### src/rtl/mult_pkg.sv
// -----------------------------------------------------------------------------
// mult_pkg
// Shared definitions for the execute-stage multiply scheduler: the funct codes
// that select a multiply and the scheduler state encoding.
// -----------------------------------------------------------------------------
package mult_pkg;

  localparam logic [5:0] FUNCT_MULT  = 6'h0e;  // signed multiply
  localparam logic [5:0] FUNCT_MULTU = 6'h16;  // unsigned multiply

  typedef enum logic [1:0] {
    IDLE = 2'd0,
    RUN  = 2'd1,
    ZERO = 2'd2,
    DONE = 2'd3
  } mult_state_t;

endpackage

### src/rtl/mult_sched.sv
// -----------------------------------------------------------------------------
// mult_sched
// Multi-cycle multiply scheduler for the execute stage. Latches the operands of
// an accepted multiply for the external booth_mult, counts its latency, stalls
// the pipeline while the product is in flight and presents the low product word
// with its destination tag until EX/MEM takes it.
//
// Ports:
//   clk, rst_n            pipeline clock, asynchronous active-low reset
//   issue_valid, alu_ctrl ID/EX instruction valid and its funct code
//   op_a, op_b            forwarded operands
//   dest_reg, fp_dest     destination register and register-file select
//   flush                 squash an in-flight op
//   hold                  EX/MEM cannot take a result this cycle
//   mult_p                product returned by booth_mult
//   mult_a, mult_b        registered operands to booth_mult
//   mult_sign             registered signedness (1 = signed)
//   stall                 pipeline lock to IF/ID/EX
//   result_valid          result/result_reg/result_fp are valid
//   result, result_reg    low product word and its destination register
//   result_fp             destination is in the FP register file
// -----------------------------------------------------------------------------
module mult_sched
  import mult_pkg::*;
#(
  parameter int LATENCY = 4
) (
  input  logic        clk,
  input  logic        rst_n,
  input  logic        issue_valid,
  input  logic [5:0]  alu_ctrl,
  input  logic [31:0] op_a,
  input  logic [31:0] op_b,
  input  logic [4:0]  dest_reg,
  input  logic        fp_dest,
  input  logic        flush,
  input  logic        hold,
  input  logic [63:0] mult_p,
  output logic [31:0] mult_a,
  output logic [31:0] mult_b,
  output logic        mult_sign,
  output logic        stall,
  output logic        result_valid,
  output logic [31:0] result,
  output logic [4:0]  result_reg,
  output logic        result_fp
);

  localparam int               CNT_W    = $clog2(LATENCY + 1);
  localparam logic [CNT_W-1:0] CNT_LOAD = CNT_W'(LATENCY - 1);
  localparam logic [CNT_W-1:0] CNT_ONE  = CNT_W'(1);
  localparam logic [CNT_W-1:0] CNT_ZERO = CNT_W'(0);

  mult_state_t      state_r;
  logic [CNT_W-1:0] cnt_r;
  logic [4:0]       tag_reg_r;
  logic             tag_fp_r;

  logic             is_mul_s;
  logic             accept_s;
  logic             op_zero_s;
  logic             mult_p_hi_unused_s;

  // Only the low product word is returned; the high word is left to other users.
  assign mult_p_hi_unused_s = ^mult_p[63:32];

  // Accept decode and combinational pipeline stall.
  always_comb begin
    is_mul_s  = (alu_ctrl == FUNCT_MULT) || (alu_ctrl == FUNCT_MULTU);
    op_zero_s = (op_a == 32'd0) || (op_b == 32'd0);
    if (issue_valid && is_mul_s && !flush &&
        ((state_r == IDLE) || ((state_r == DONE) && !hold))) begin
      accept_s = 1'b1;
    end else begin
      accept_s = 1'b0;
    end
    // The accept term must stall ID/EX in the very cycle it is taken.
    stall = accept_s || (state_r == RUN) || (state_r == ZERO) ||
            ((state_r == DONE) && hold);
  end

  // Scheduler FSM with operand, tag and result registers.
  always_ff @(posedge clk or negedge rst_n) begin
    if (!rst_n) begin
      state_r      <= IDLE;
      cnt_r        <= CNT_ZERO;
      tag_reg_r    <= 5'd0;
      tag_fp_r     <= 1'b0;
      mult_a       <= 32'd0;
      mult_b       <= 32'd0;
      mult_sign    <= 1'b0;
      result_valid <= 1'b0;
      result       <= 32'd0;
      result_reg   <= 5'd0;
      result_fp    <= 1'b0;
    end else if (accept_s) begin
      // Accept is only possible from IDLE or a released DONE.
      mult_a       <= op_a;
      mult_b       <= op_b;
      mult_sign    <= (alu_ctrl == FUNCT_MULT);
      tag_reg_r    <= dest_reg;
      tag_fp_r     <= fp_dest;
      cnt_r        <= CNT_LOAD;
      result_valid <= 1'b0;
      state_r      <= op_zero_s ? ZERO : RUN;
    end else begin
      case (state_r)
        IDLE: begin
          state_r      <= IDLE;
          result_valid <= 1'b0;
        end
        RUN: begin
          if (flush) begin
            state_r <= IDLE;
          end else if (cnt_r == CNT_ZERO) begin
            result       <= mult_p[31:0];
            result_reg   <= tag_reg_r;
            result_fp    <= tag_fp_r;
            result_valid <= 1'b1;
            state_r      <= DONE;
          end else begin
            cnt_r <= cnt_r - CNT_ONE;
          end
        end
        ZERO: begin
          // A zero operand needs no multiplier wait.
          if (flush) begin
            state_r <= IDLE;
          end else begin
            result       <= 32'd0;
            result_reg   <= tag_reg_r;
            result_fp    <= tag_fp_r;
            result_valid <= 1'b1;
            cnt_r        <= CNT_ZERO;
            state_r      <= DONE;
          end
        end
        DONE: begin
          // Result is committed: flush is ignored, hold freezes everything.
          if (!hold) begin
            result_valid <= 1'b0;
            state_r      <= IDLE;
          end
        end
        default: begin
          result_valid <= 1'b0;
          state_r      <= IDLE;
        end
      endcase
    end
  end

endmodule

### config.mk
export PLATFORM = sky130hd
export DESIGN_NAME = mult_sched
export DESIGN_NICKNAME = d
export VERILOG_FILES = /design/src/rtl/mult_pkg.sv /design/src/rtl/mult_sched.sv
export SDC_FILE = /design/constraint.sdc
export NUM_CORES = 1
export LEC_CHECK = 0
export CAP_MARGIN = 20
export CELL_PAD_IN_SITES_DETAIL_PLACEMENT = 0
export CELL_PAD_IN_SITES_GLOBAL_PLACEMENT = 1
export CORE_MARGIN = 2
export CORE_UTILIZATION = 28
export DETAILED_ROUTE_END_ITERATION = 10
export PLACE_DENSITY_LB_ADDON = 0.1
export SYNTH_ARGS = -nofsm -noshare
export SYNTH_HDL_FRONTEND = slang
export SYNTH_SLANG_ARGS = --single-unit
### constraint.sdc
create_clock -name clk -period 1.92 [get_ports clk]
set_input_delay 0.192 -clock clk [delete_from_list [all_inputs] [get_ports clk]]
set_output_delay 0.192 -clock clk [all_outputs]
set_load 0.02 [all_outputs]
==> results of run 1 <==
synth_stat cells (5+ instances only):
cell / number
nor2b_1: 34
inv_1: 8
a21oi_1: 5
nor4_1: 16
ha_1: 6
mux2_4: 10
mux2_2: 88
buf_2: 10
dfrtp_1: 115
mux2_1: 10
power groups by stage:
stage	clock network, uW	logic, uW	registers, uW
floorplan	0	1410	4360
global placement	0	4340	3530
detailed placement	0	4370	3570
CTS	3430	4370	3540
global route	3540	4680	3630
finish	3320	4370	3530
final cells by class:
cell class                      instances  area, um2
Fill cell                            1555       9020
Clock buffer                           22        464
Sequential cell                       115       2880
Timing Repair Buffer                  247       2490
Tap cell                              225        282
Multi-Input combinational cell        208       1970
Clock inverter                         10        155
Inverter                                8       30.0
routing by layer:
layer	wire (um)	GRT usage	vias up
met1	5690	0.173	1799
met2	6130	0.224	139
met5	0	0	-
li1	-	-	1752
met4	121	0.0533	0
met3	1240	0.0626	11
cell usage in the layout, fill, tap and decap left out, drive strengths merged:
master and instances:
clkbuf 23, nor2b 35, a211oi 1, mux2 108
o22ai 1, a311o 1, o21ai 2, nor2 4
inv 8, o31ai 2, buf 30, o211ai 1
o2bb2ai 1, clkinvlp 2, clkinv 4, nand2b 1
o22a 1, nor4 16, and4bb 1, o2111ai 3
a21o 1, mux2i 1, o211a 1, and3b 1
a21oi 5, a311oi 1, a2bb2oi 1, a31oi 1
dfrtp 115, clkdlybuf4s50 215, ha 6, bufinv 4
xor2 1, nand3 3, nand4 4, dlygate4sd3 1
nand2 4
cells by family (layout without fill, tap and decap cells):
group	Yosys count	after routing	synth area share
AOI/OAI and AO/OA	23	23	0.0371
xor gates and xnor gates	1	1	0.00177
adders and majority gates	6	6	0.0152
buffers and inverters	25	287	0.0253
DFF	115	115	0.581
muxes	109	109	0.255
and+or+nand+nor	69	69	0.0846
stage by stage:
| step | utilization | setup TNS (ns) | cell area (um2) |
|---|---|---|---|
| after global placement | 0.436 | -7.83 | 7540 |
| after global routing | 0.478 | -1.06 | 8280 |
| after CTS | 0.473 | -2.31 | 8180 |
| final | 0.478 | 0 | 8280 |
| after floorplan | - | 0 | 4950 |
| after detailed placement | 0.436 | -7.34 | 7540 |
final timing paths:
kind,start,end,slack [ns],depth (start not counted)
setup / recovery,state_r[1],stall,0.04,5
hold / removal,rst_n,result[29],0.27,2
setup reg to reg,state_r[1],tag_reg_r[2],0.06,5
hold reg to reg,tag_reg_r[3],result_reg[3],0.49,1
max in group asynchronous,rst_n,mult_a[23],0.95,3
min in group clk,fp_dest,tag_fp_r,0.41,2
what timing repair did:
| item | in CTS | in global routing |
|---|---|---|
| endpoints found under the hold margin | 29 | 0 |
| setup buffers | 0 | 5 |
| hold buffers | 1 | 0 |
| pin swaps | 0 | 4 |
| gates cloned | 0 | 1 |
| gates resized for setup | 9 | 11 |
| setup endpoints to repair | 45 | 105 |
==> run metrics, run 1 <==
die extent in y 137 um; root buffer cell clkbuf_16; CP startpoint kind flip-flop; vias in the first global route 3,980; HP Class primary input to async pin; Fin. Hold Viols 0; Setup WS post-layout 0.0359 ns; sw power 3440 uW; async set-reset flop share out of synthesis 1.00; crit path kind flip-flop to output port; initial antenna violation count 0; Post-layout nets 748; status complete, no violations; Pre-antenna DRT Iters 4; clock skew 0.00945 ns; dpl cells 796; final wirelength 13.2 mm; P&R area growth vs syn 67.1%; GR Util All Layers 0.143; Max Cap Viol 0; sequential cell area fraction in the yosys report 0.581; static leakage between 0.003 and 0.004 uW; Synth warnings 0; top cell type by total area after synthesis dfrtp_1; delay-heaviest family, CP flip-flops; Ant. Diodes 0; H-Tree Depth 4; CTS tree built; DPL Wire Length 9.56 mm; post-synthesis cell type count 38; Initial DRC Count 102; EDFF count, synth 0; layout cells sized above 1 0.272; post-layout min period 1.88 ns; flops & latches, synth 115; core area 0.0173 mm2; Mapped Nets 499; Largest register FFs 37; Most used DFF post-synth dfrtp_1; WP data required 1.73 ns; clock share of power 0.296; power share of the combinational group 0.390; relative slew slack 0.721; mapped cell area 0.00495 mm2; clk_lat worst skew 0.41 ns; largest net degree at the start of global routing 63; critical-path maximum fanout 4; pwr/cell area 1360 mW/mm2; max incr delay on CP approximately 0.4 ns; crit path cell chain ha_2, nor2b_4, o2111ai_4, nand3_2, buf_6; largest cells by area after synthesis dfrtp_1 (58%), mux2_2 (20%), nor2b_1 (4.3%); Cell Int Power 7790 uW; number of buffers added on ports approximately 220; fin cells 835; Worst Setup Slack post-DPL -0.187 ns; first-pass GRT wire length 20.6 mm; remaining antenna violation count 0; DIE WIDTH around 140 um; CTS clk-pin slew, worst paths about 0.05 ns; period utilisation layout 0.981; Synth Instances about 350; max-slew violation count 0; Worst Max-Slew Pin Slew 0.415 ns; WL/cell 15.8 um; RSZ-0062 raised after global routing yes; WP buf/inv 1; num rows 48; Arrival @ worst endpoint 1.69 ns; achievable frequency 531 MHz; Max Root-Sink Buffers 2; Net Sw Frac 0.306; Min Hold Slack 0.269 ns; DR vias 3,701; Placer Congestion 0.726; worst vdd ir 716 uV; die area 0.0188 mm2; cts bufs inserted 17; drt drc 0; Ports 250; CTS sink cnt 115; initial core utilization 0.286; area share of the largest cell type after synthesis 0.581; highest-delay cell along the critical path dfrtp_1; Final Setup Violations 0; register share of total power 0.314; vias per cell 4.43; total power roughly 11,000 uW; Mean Syn Cell Area 14.2 um2; GRT overflow 0; critical path capture point type output port
No activity file was read; power rests on OpenSTA's default activity.
==> run 2: changes to the inputs <==
--- a/config.mk
+++ b/config.mk
@@ -12,6 +12,7 @@
 export CORE_UTILIZATION = 28
 export DETAILED_ROUTE_END_ITERATION = 10
 export PLACE_DENSITY_LB_ADDON = 0.1
+export SETUP_SLACK_MARGIN = 0.3
 export SYNTH_ARGS = -nofsm -noshare
 export SYNTH_HDL_FRONTEND = slang
 export SYNTH_SLANG_ARGS = --single-unit
==> constraint.sdc (replaced) <==
create_clock -name clk -period 1.92 [get_ports clk]
set_input_delay 0.192 -clock clk [delete_from_list [all_inputs] [get_ports clk]]
set_output_delay 0.192 -clock clk [all_outputs]
set_load 0.1 [all_outputs]
==> run 2 against run 1 <==
Global-route usage up 0.34 points. Total power is 36% higher. Cell count unchanged. Register-to-register slack lost 0.05 ns. Largest power group unchanged.
==> run metrics, run 2 (synthesis results as in run 1) <==
H-Tree Depth 4; WL/cell ~17 um; status complete, no violations; drt drc 0; initial core utilization 0.286; GR Util All Layers 0.146; remaining antenna violation count 0; clk_lat worst skew 0.40 ns; HP Class primary input to async pin; critical-path maximum fanout 4; P&R area growth vs syn 65.0%; crit path kind flip-flop to output port; worst vdd ir between 1000 and 1500 uV; die extent in y 137 um; cts bufs inserted 17; CTS tree built; CTS clk-pin slew, worst paths 0.05 ns; vias in the first global route around 4,000; layout cells sized above 1 0.459; Initial DRC Count 87; Max Cap Viol 0; largest net degree at the start of global routing roughly 120; Placed Instance Area 0.00731 mm2; achievable frequency between 500 and 600 MHz; WP data required 1.73 ns; Post-layout nets 750; Largest register FFs 37; Arrival @ worst endpoint 1.72 ns; Ant. Diodes 0; startpoint of the worst-slack reg-to-reg timing path state_r[0]; fin cells 835; post-layout min period between 1.5 and 2 ns; critical path capture point type output port; vias per cell 4.53; final wirelength 13.9 mm; RSZ-0062 raised after global routing yes; pwr/cell area ~1900 mW/mm2; number of buffers added on ports ~220; DR vias 3,780; clock skew 0.00545 ns; Worst Max-Slew Pin Slew ~0.76 ns; Min Hold Slack 0.322 ns; CP startpoint kind flip-flop; CTS sink cnt 115; core area 0.0173 mm2; num rows 48; initial antenna violation count 0; Ports 250; period utilisation layout 0.997; DIE WIDTH approximately 140 um; critical path launch point state_r[0]; Max Root-Sink Buffers 2; Placer Congestion 0.778; Fin. Hold Viols 0; most frequent cells in the layout buf_4 (124), dfrtp_1 (115), clkdlybuf4s50_1 (111); first-pass GRT wire length 20.8 mm; Final Setup Violations 0; root buffer cell clkbuf_16; relative slew slack 0.490; die area 0.0188 mm2; fillers 1,605; static leakage roughly 0.0039 uW; DPL Wire Length 9.64 mm; fin area 0.00817 mm2; dpl cells 795; fin util 0.473; commonest non-fill, non-tap cell in the layout buf_4; GRT overflow 0; max-slew violation count 0; total power 15,300 uW; Pre-antenna DRT Iters 4
[run 2: cell types whose count changed in the layout (fill, tap and decap cells not counted), moves of 3 or more]
| cell | before | now |
|---|---|---|
| clkbuf_1 | 3 | 0 |
| clkdlybuf4s50_1 | 215 | 111 |
| ha_1 | 5 | 2 |
| buf_4 | 22 | 124 |
[run 2: through the flow]
stage	worst slack, ns	setup TNS (ns)
after global routing	-0.0818	-4.14
final	0.00502	0
after CTS	-0.0112	-0.0112
after global placement	-0.0900	-5.82
after floorplan	0.133	0
after detailed placement	-0.106	-6.16
[run 2: worst paths after layout]
path                           endpoint  slack (ns)  depth (start not counted)
min in group clk           tag_reg_r[3]        0.40                          2
hold reg to reg              result[12]        0.49                          1
max in group asynchronous    mult_b[17]        0.94                          3
hold / removal               result[11]        0.32                          3
setup reg to reg             result[16]       0.005                          7
setup / recovery                  stall       0.005                          6
[run 2: power breakdown]
group / internal (uW) / total (uW) / switching [uW]
logic: 2250 / 8460 / 6210
clock network: 2250 / 3320 / 1070
registers: 3160 / 3540 / 376
total: 7660 / 15300 / 7660
[run 2: worst max-delay path, stage by stage (launching register included)]
cell,delay [ns]
dfrtp_1,0.41
ha_2,0.19
nor2b_4,0.13
o2111ai_4,0.21
buf_8,0.14
nand3_4,0.06
buf_12,0.16
[run 2: final cells by class]
cell class | instances | area (um2) | area share
well taps | 225 | 282 | 0.0344
repair buffers | 249 | 2310 | 0.283
flip-flops and latches | 115 | 2880 | 0.352
inverters | 8 | 30.0 | 0.00367
multi-input cells | 208 | 2050 | 0.250
clock inverters | 10 | 156 | 0.0191
clock buffers | 20 | 467 | 0.0571
[run 2: metal layers]
metal / wire length (um) / GRT usage / vias to the layer above
met2: 6890 / 0.242 / 150
met3: 1390 / 0.0711 / 10
met4: 121 / 0.0447 / 0
met5: 0 / 0 / -
li1: - / - / 1754
met1: 5520 / 0.166 / 1866
[run 2: what timing repair did]
| action | 4_1_cts | 5_1_grt |
|---|---|---|
| gates cloned | 2 | 2 |
| setup endpoints to repair | 115 | 115 |
| hold buffers | 1 | 0 |
| hold endpoints to repair | 115 | 0 |
| pin swaps | 2 | 0 |
| resized for setup | 18 | 3 |
| buffers inserted | 5 | 0 |
==> variant 1: new RTL, config.mk and constraints of run 2 <==
The 4 states of `mult_state_t` get a one-hot encoding in 4 bits.
--- a/src/rtl/mult_pkg.sv
+++ b/src/rtl/mult_pkg.sv
@@ -9,9 +9,9 @@
   localparam logic [5:0] FUNCT_MULTU = 6'h16;  // unsigned multiply
 
-  typedef enum logic [1:0] {
-    IDLE = 2'd0,
-    RUN  = 2'd1,
-    ZERO = 2'd2,
-    DONE = 2'd3
+  typedef enum logic [3:0] {
+    IDLE = 4'b0001,
+    RUN  = 4'b0010,
+    ZERO = 4'b0100,
+    DONE = 4'b1000
   } mult_state_t;
 
Formal check against the unedited RTL: no difference found for any inputs over 4 cycles, from zero or initial values and one cycle with rst_n low; so few cycles prove little.
==> variant 1 against run 2 <==
  * The flow now finishes with violations (negative setup slack)
  * Via count grew 5.3%
  * Hold slack gained 0.0064 ns
  * Final area grew 5.3%
  * Area after synthesis shrank 2.1%
  * Setup slack lost 0.074 ns
  * Sequential cell count grew 2
  * Register-to-register slack gained 0.02 ns
  * Routed wire length grew 7.0%
Power is not compared: it rests on default switching activity, and its combinational part moved more than twofold at a synthesized area within 25%.
==> variant 1: results (changes against run 2) <==
INFO  metric synthTopCellsByArea = dfrtp_1 (60%), mux2_2 (11%), mux2_4 (8.4%)
INFO  metric met2_capacity_usage_during_global_routing = 24.9% (+0.68 points)
INFO  metric netlist_top_cells_count = dfrtp_1 (116), nand2_1 (71), mux2_2 (49), o21ai_0 (35), mux2_4 (27)
INFO  metric run_status = finished with violations
INFO  metric layout.filler_cells = 1547 (-3.6%)
INFO  metric skew = 0.00736 ns (+0.00191 ns)
INFO  metric initial_drc_count = 73 (-16%)
INFO  metric worstHoldPathType = in -> reg
INFO  metric cpMaxStageDelayCell = dfstp_2
INFO  metric avgRoutedWirePerCell = 17.0 um (+2.0%)
INFO  metric use_met1 = 17.7% (+1.0 points)
INFO  metric track_usage = 15.0% (+0.35 points)
INFO  metric firstDrtPassIters = 5 (+1)
INFO  metric postLayoutSetupSlackWorst = -0.0693 ns (-0.0744 ns)
INFO  metric netlist-cell-type-count = 39 (+2.6%)
INFO  metric largest_reg_flops = 37 (unchanged)
INFO  metric dp.cells = 816 (+2.6%)
INFO  metric m1WireLength = 5730 um (+3.8%)
INFO  metric final_cell_count_no_fill = 876 (+4.9%)
INFO  metric wl_met3 = 1120 um (-19%)
INFO  metric totalNegativeSetupSlack = -0.0693 ns (-0.0693 ns)
INFO  metric worstPathMaxFanout = 3 (-1)
INFO  metric final-setup-viol-count = 1 (+1)
INFO  metric post_dp_cell_area = 7140 sq um (-2.4%)
INFO  metric grt_first_pass_wirelength = 21100 um (+1.9%)
INFO  metric groute.layer.met3.usage = 6.10% (-1.0 points)
INFO  metric grt_antenna_before_repair = 0 (unchanged)
INFO  metric routed_length_on_met2 = 7890 um (+15%)
INFO  metric ir_drop = 0.501 mV
INFO  metric first_global_vias = 3980 (-1.1%)
INFO  metric post-place-ws = -0.0273 ns (+0.0786 ns)
INFO  metric drive_above_1_share = 49.0% (+3.1 points)
INFO  metric dp.final_hpwl = 9300 um (-3.5%)
INFO  metric finalWeightedCongestion = 0.735 (-5.5%)
INFO  metric failing_checks = negative setup slack
INFO  metric slowest_stage_delay_cp = 0.55 ns (+0.14 ns)
INFO  metric syn_area_per_cell = 12.8 sq um (-9.9%)
INFO  metric viasPerCell = 4.54 (+0.39%)
INFO  metric synth_sequential_area_ratio = 60.4% (+2.3 points)
INFO  metric final_net_count = 785 (+4.7%)
INFO  metric cp.arrival = 1.80 ns (+0.08 ns)
INFO  metric synth_fp_nets = 525 (+5.2%)
INFO  metric antenna_cells = 0 (unchanged)
INFO  metric grt_max_degree = 118 (+1.7%)
INFO  metric yosys_warnings = 0 (unchanged)
INFO  metric worst_slew_margin_rel = 56.0% (+6.9 points)
-- variant 1: changes by cell type in the layout (fill, tap and decap cells not counted), sizes merged, moves of 4 or more --
cell	change
o21ai	+34
clkbuf	+10
clkinvlp	+5
ha	-4
nor2b	-34
inv	-4
nand2	+67
mux2	-32
-- variant 1: timing repair --
item,4_1_cts,5_1_grt
gates resized for setup,8,130
endpoints found under the setup margin,105,112
pin swaps,3,37
cloned,3,12
hold endpoints to repair,116,0
hold buffers,1,0
buffers inserted,5,7
-- variant 1: layout make-up --
class | instances | area [sq um] | area share, %
timing repair buffer | 259 | 2660 | 30.9
inverter | 4 | 15.0 | 0.174
tap | 225 | 282 | 3.27
multi-input combinational | 239 | 2130 | 24.7
sequential | 117 | 2930 | 34.0
clock buffer | 22 | 494 | 5.74
clock inverter | 10 | 97.6 | 1.13
-- variant 1: kinds of logic after synthesis --
kind of cell               synth area share [%]
DFF                                        60.4
buffers and inverters                      2.48
and+or+nand+nor                            11.4
AOI/OAI and AO/OA                          5.11
adders and majority gates                 0.516
xor gates and xnor gates                  0.181
muxes                                      19.9
-- variant 1: where the power goes --
part / switching (mW) / internal (mW)
Combinational: 1.95 / 0.732
Clock: 1.14 / 1.95
Sequential: 0.141 / 2.71
Total: 3.23 / 5.39
-- variant 1: path summary, 6_finish.rpt --
| kind | to | slack [ns] | startpoint | depth (start not counted) |
|---|---|---|---|---|
| min in group asynchronous | result[7] | 0.43 | rst_n | 3 |
| setup reg to reg | mult_a[2] | 0.03 | state_r[0] | 7 |
| max in group asynchronous | mult_a[20] | 1.00 | rst_n | 3 |
| hold reg to reg | result[24] | 0.48 | result[24] | 2 |
| setup / recovery | stall | -0.07 | state_r[0] | 6 |
| hold / removal | result[1] | 0.33 | mult_p[1] | 3 |
==> variant 2: new RTL, settings of run 2 <==
Without the edit above. Change the parameter `LATENCY` from 4 to 2.
--- a/src/rtl/mult_sched.sv
+++ b/src/rtl/mult_sched.sv
@@ -24,5 +24,5 @@
   import mult_pkg::*;
 #(
-  parameter int LATENCY = 4
+  parameter int LATENCY = 2
 ) (
   input  logic        clk,
Function: changed (a bounded check fails within 4 cycles, from zero or initial values and one cycle with rst_n low).
==> variant 2 against run 2 <==
  * The flow now finishes with violations (negative setup slack)
  * Area after synthesis is 0.45% lower
  * Routed wire length is 12% higher
  * Global-route usage is 2.2 points higher
  * Clock power is 12% lower
  * Total power is 3.1% higher
  * Non-clock buffer count is 18 higher
  * Setup slack worse by 0.15 ns
  * Sequential cell count is 1 lower
  * Hold slack worse by 0.082 ns
  * Die area is 0.44% lower
  * Final area is 2.9% higher
==> variant 2: results (changes against run 2) <==
INFO  metric total_leakage_power = 4.30 nW (+9.5%)
INFO  metric grt_first_pass_wirelength = 23900 um (+15%)
INFO  metric grt_max_degree = 37 (-68%)
INFO  metric worstRegToRegCells = 6 (-1)
INFO  metric switching_power = 8.19 mW (+6.9%)
INFO  metric layout.filler_cells = 1596 (-0.56%)
INFO  metric drive_above_1_share = 29.9% (-16 points)
INFO  metric failing_checks = negative setup slack
INFO  metric cpMaxStageDelayCell = or3_4
INFO  metric final-setup-viol-count = 47 (+47)
INFO  metric worst_setup_path_startpoint = state_r[1]
INFO  metric synthTopCellsByArea = dfrtp_1 (58%), nand2_1 (16%), mux2_4 (6.1%)
INFO  metric avgRoutedWirePerCell = 15.8 um (-5.2%)
INFO  metric initial_drc_count = 106 (+22%)
INFO  metric run_status = finished with violations
INFO  metric synth_sequential_area_ratio = 57.9% (-0.24 points)
INFO  metric worstPathMaxFanout = 19 (+15)
INFO  metric ir_drop = 1.44 mV (+11%)
INFO  metric postLayoutSetupSlackWorst = -0.144 ns (-0.149 ns)
INFO  metric synth_fp_nets = 638 (+28%)
INFO  metric dp.final_hpwl = 10300 um (+7.3%)
INFO  metric first_global_vias = 4514 (+12%)
INFO  metric vias = 4429 (+17%)
INFO  metric cp.arrival = 2.35 ns (+0.63 ns)
INFO  metric finalWeightedCongestion = 0.804 (+3.4%)
INFO  metric netlist-cell-type-count = 33 (-13%)
INFO  metric crit_family = simple AND/OR/NAND/NOR gates
==> variant 2: routing by layer <==
metal  vias up  track usage [%]  routed length, um
met1      2118             20.7               6790
met4         0             7.00                325
met3        19             6.41               1460
met5         -                0                  0
met2       171             26.5               6990
li1       2121                -                  -
==> variant 2: final timing paths <==
check,end
worst max-delay path,result[30]
worst min-delay path,result[21]
worst max register to register,result[30]
worst min register to register,mult_b[11]
max in group asynchronous,result[2]
min in group clk,tag_fp_r
==> variant 2: logic make-up (layout without fill, tap and decap cells) <==
family / count (synthesis) / after routing / share of synthesized area (%)
xor gates and xnor gates: 1 / 1 / 0.178
muxes: 39 / 39 / 10.4
buffers and inverters: 30 / 302 / 2.77
and+or+nand+nor: 278 / 278 / 24.6
AOI/OAI and AO/OA: 21 / 21 / 2.89
DFF: 114 / 114 / 57.9
adders and majority gates: 5 / 5 / 1.27
==> variant 2: metrics by stage <==
step	util, %	hold WS, ns	instances	setup slack (ns)	area [sq um]
5_1_grt	48.8	0.260	985	-0.195	8410
4_1_cts	48.5	0.239	984	-0.142	8360
6_report	48.8	0.241	985	-0.144	8410
3_3_place_gp	42.5	0.126	933	-0.307	7320
2_1_floorplan	-	-0.104	488	-0.128	4980
3_5_place_dp	42.5	0.132	933	-0.331	7320
==> variant 2: layout make-up <==
type	count	share of cell area, %
Sequential cell	114	33.9
Timing Repair Buffer	267	31.6
Multi-Input combinational cell	344	24.4
Clock buffer	22	5.76
Tap cell	225	3.35
Clock inverter	6	0.684
Inverter	7	0.312
==> variant 2: repair_timing <==
action                                  in CTS  in global routing
gates resized for setup                     37                  9
endpoints found under the hold margin       21                  0
pin swaps                                    6                  1
hold buffers                                 1                  0
endpoints found under the setup margin     114                114
gates cloned                                 8                  1
setup buffers                               14                  0
==> variant 2: power groups by stage <==
stage / sequential [mW] / clock (mW) / combinational, mW
after floorplan: 8.56 / 0 / 1.88
after global placement: 3.61 / 0 / 8.90
after detailed placement: 3.64 / 0 / 8.96
after CTS: 3.61 / 2.99 / 9.22
after global routing: 3.71 / 3.11 / 9.65
final: 3.62 / 2.91 / 9.27
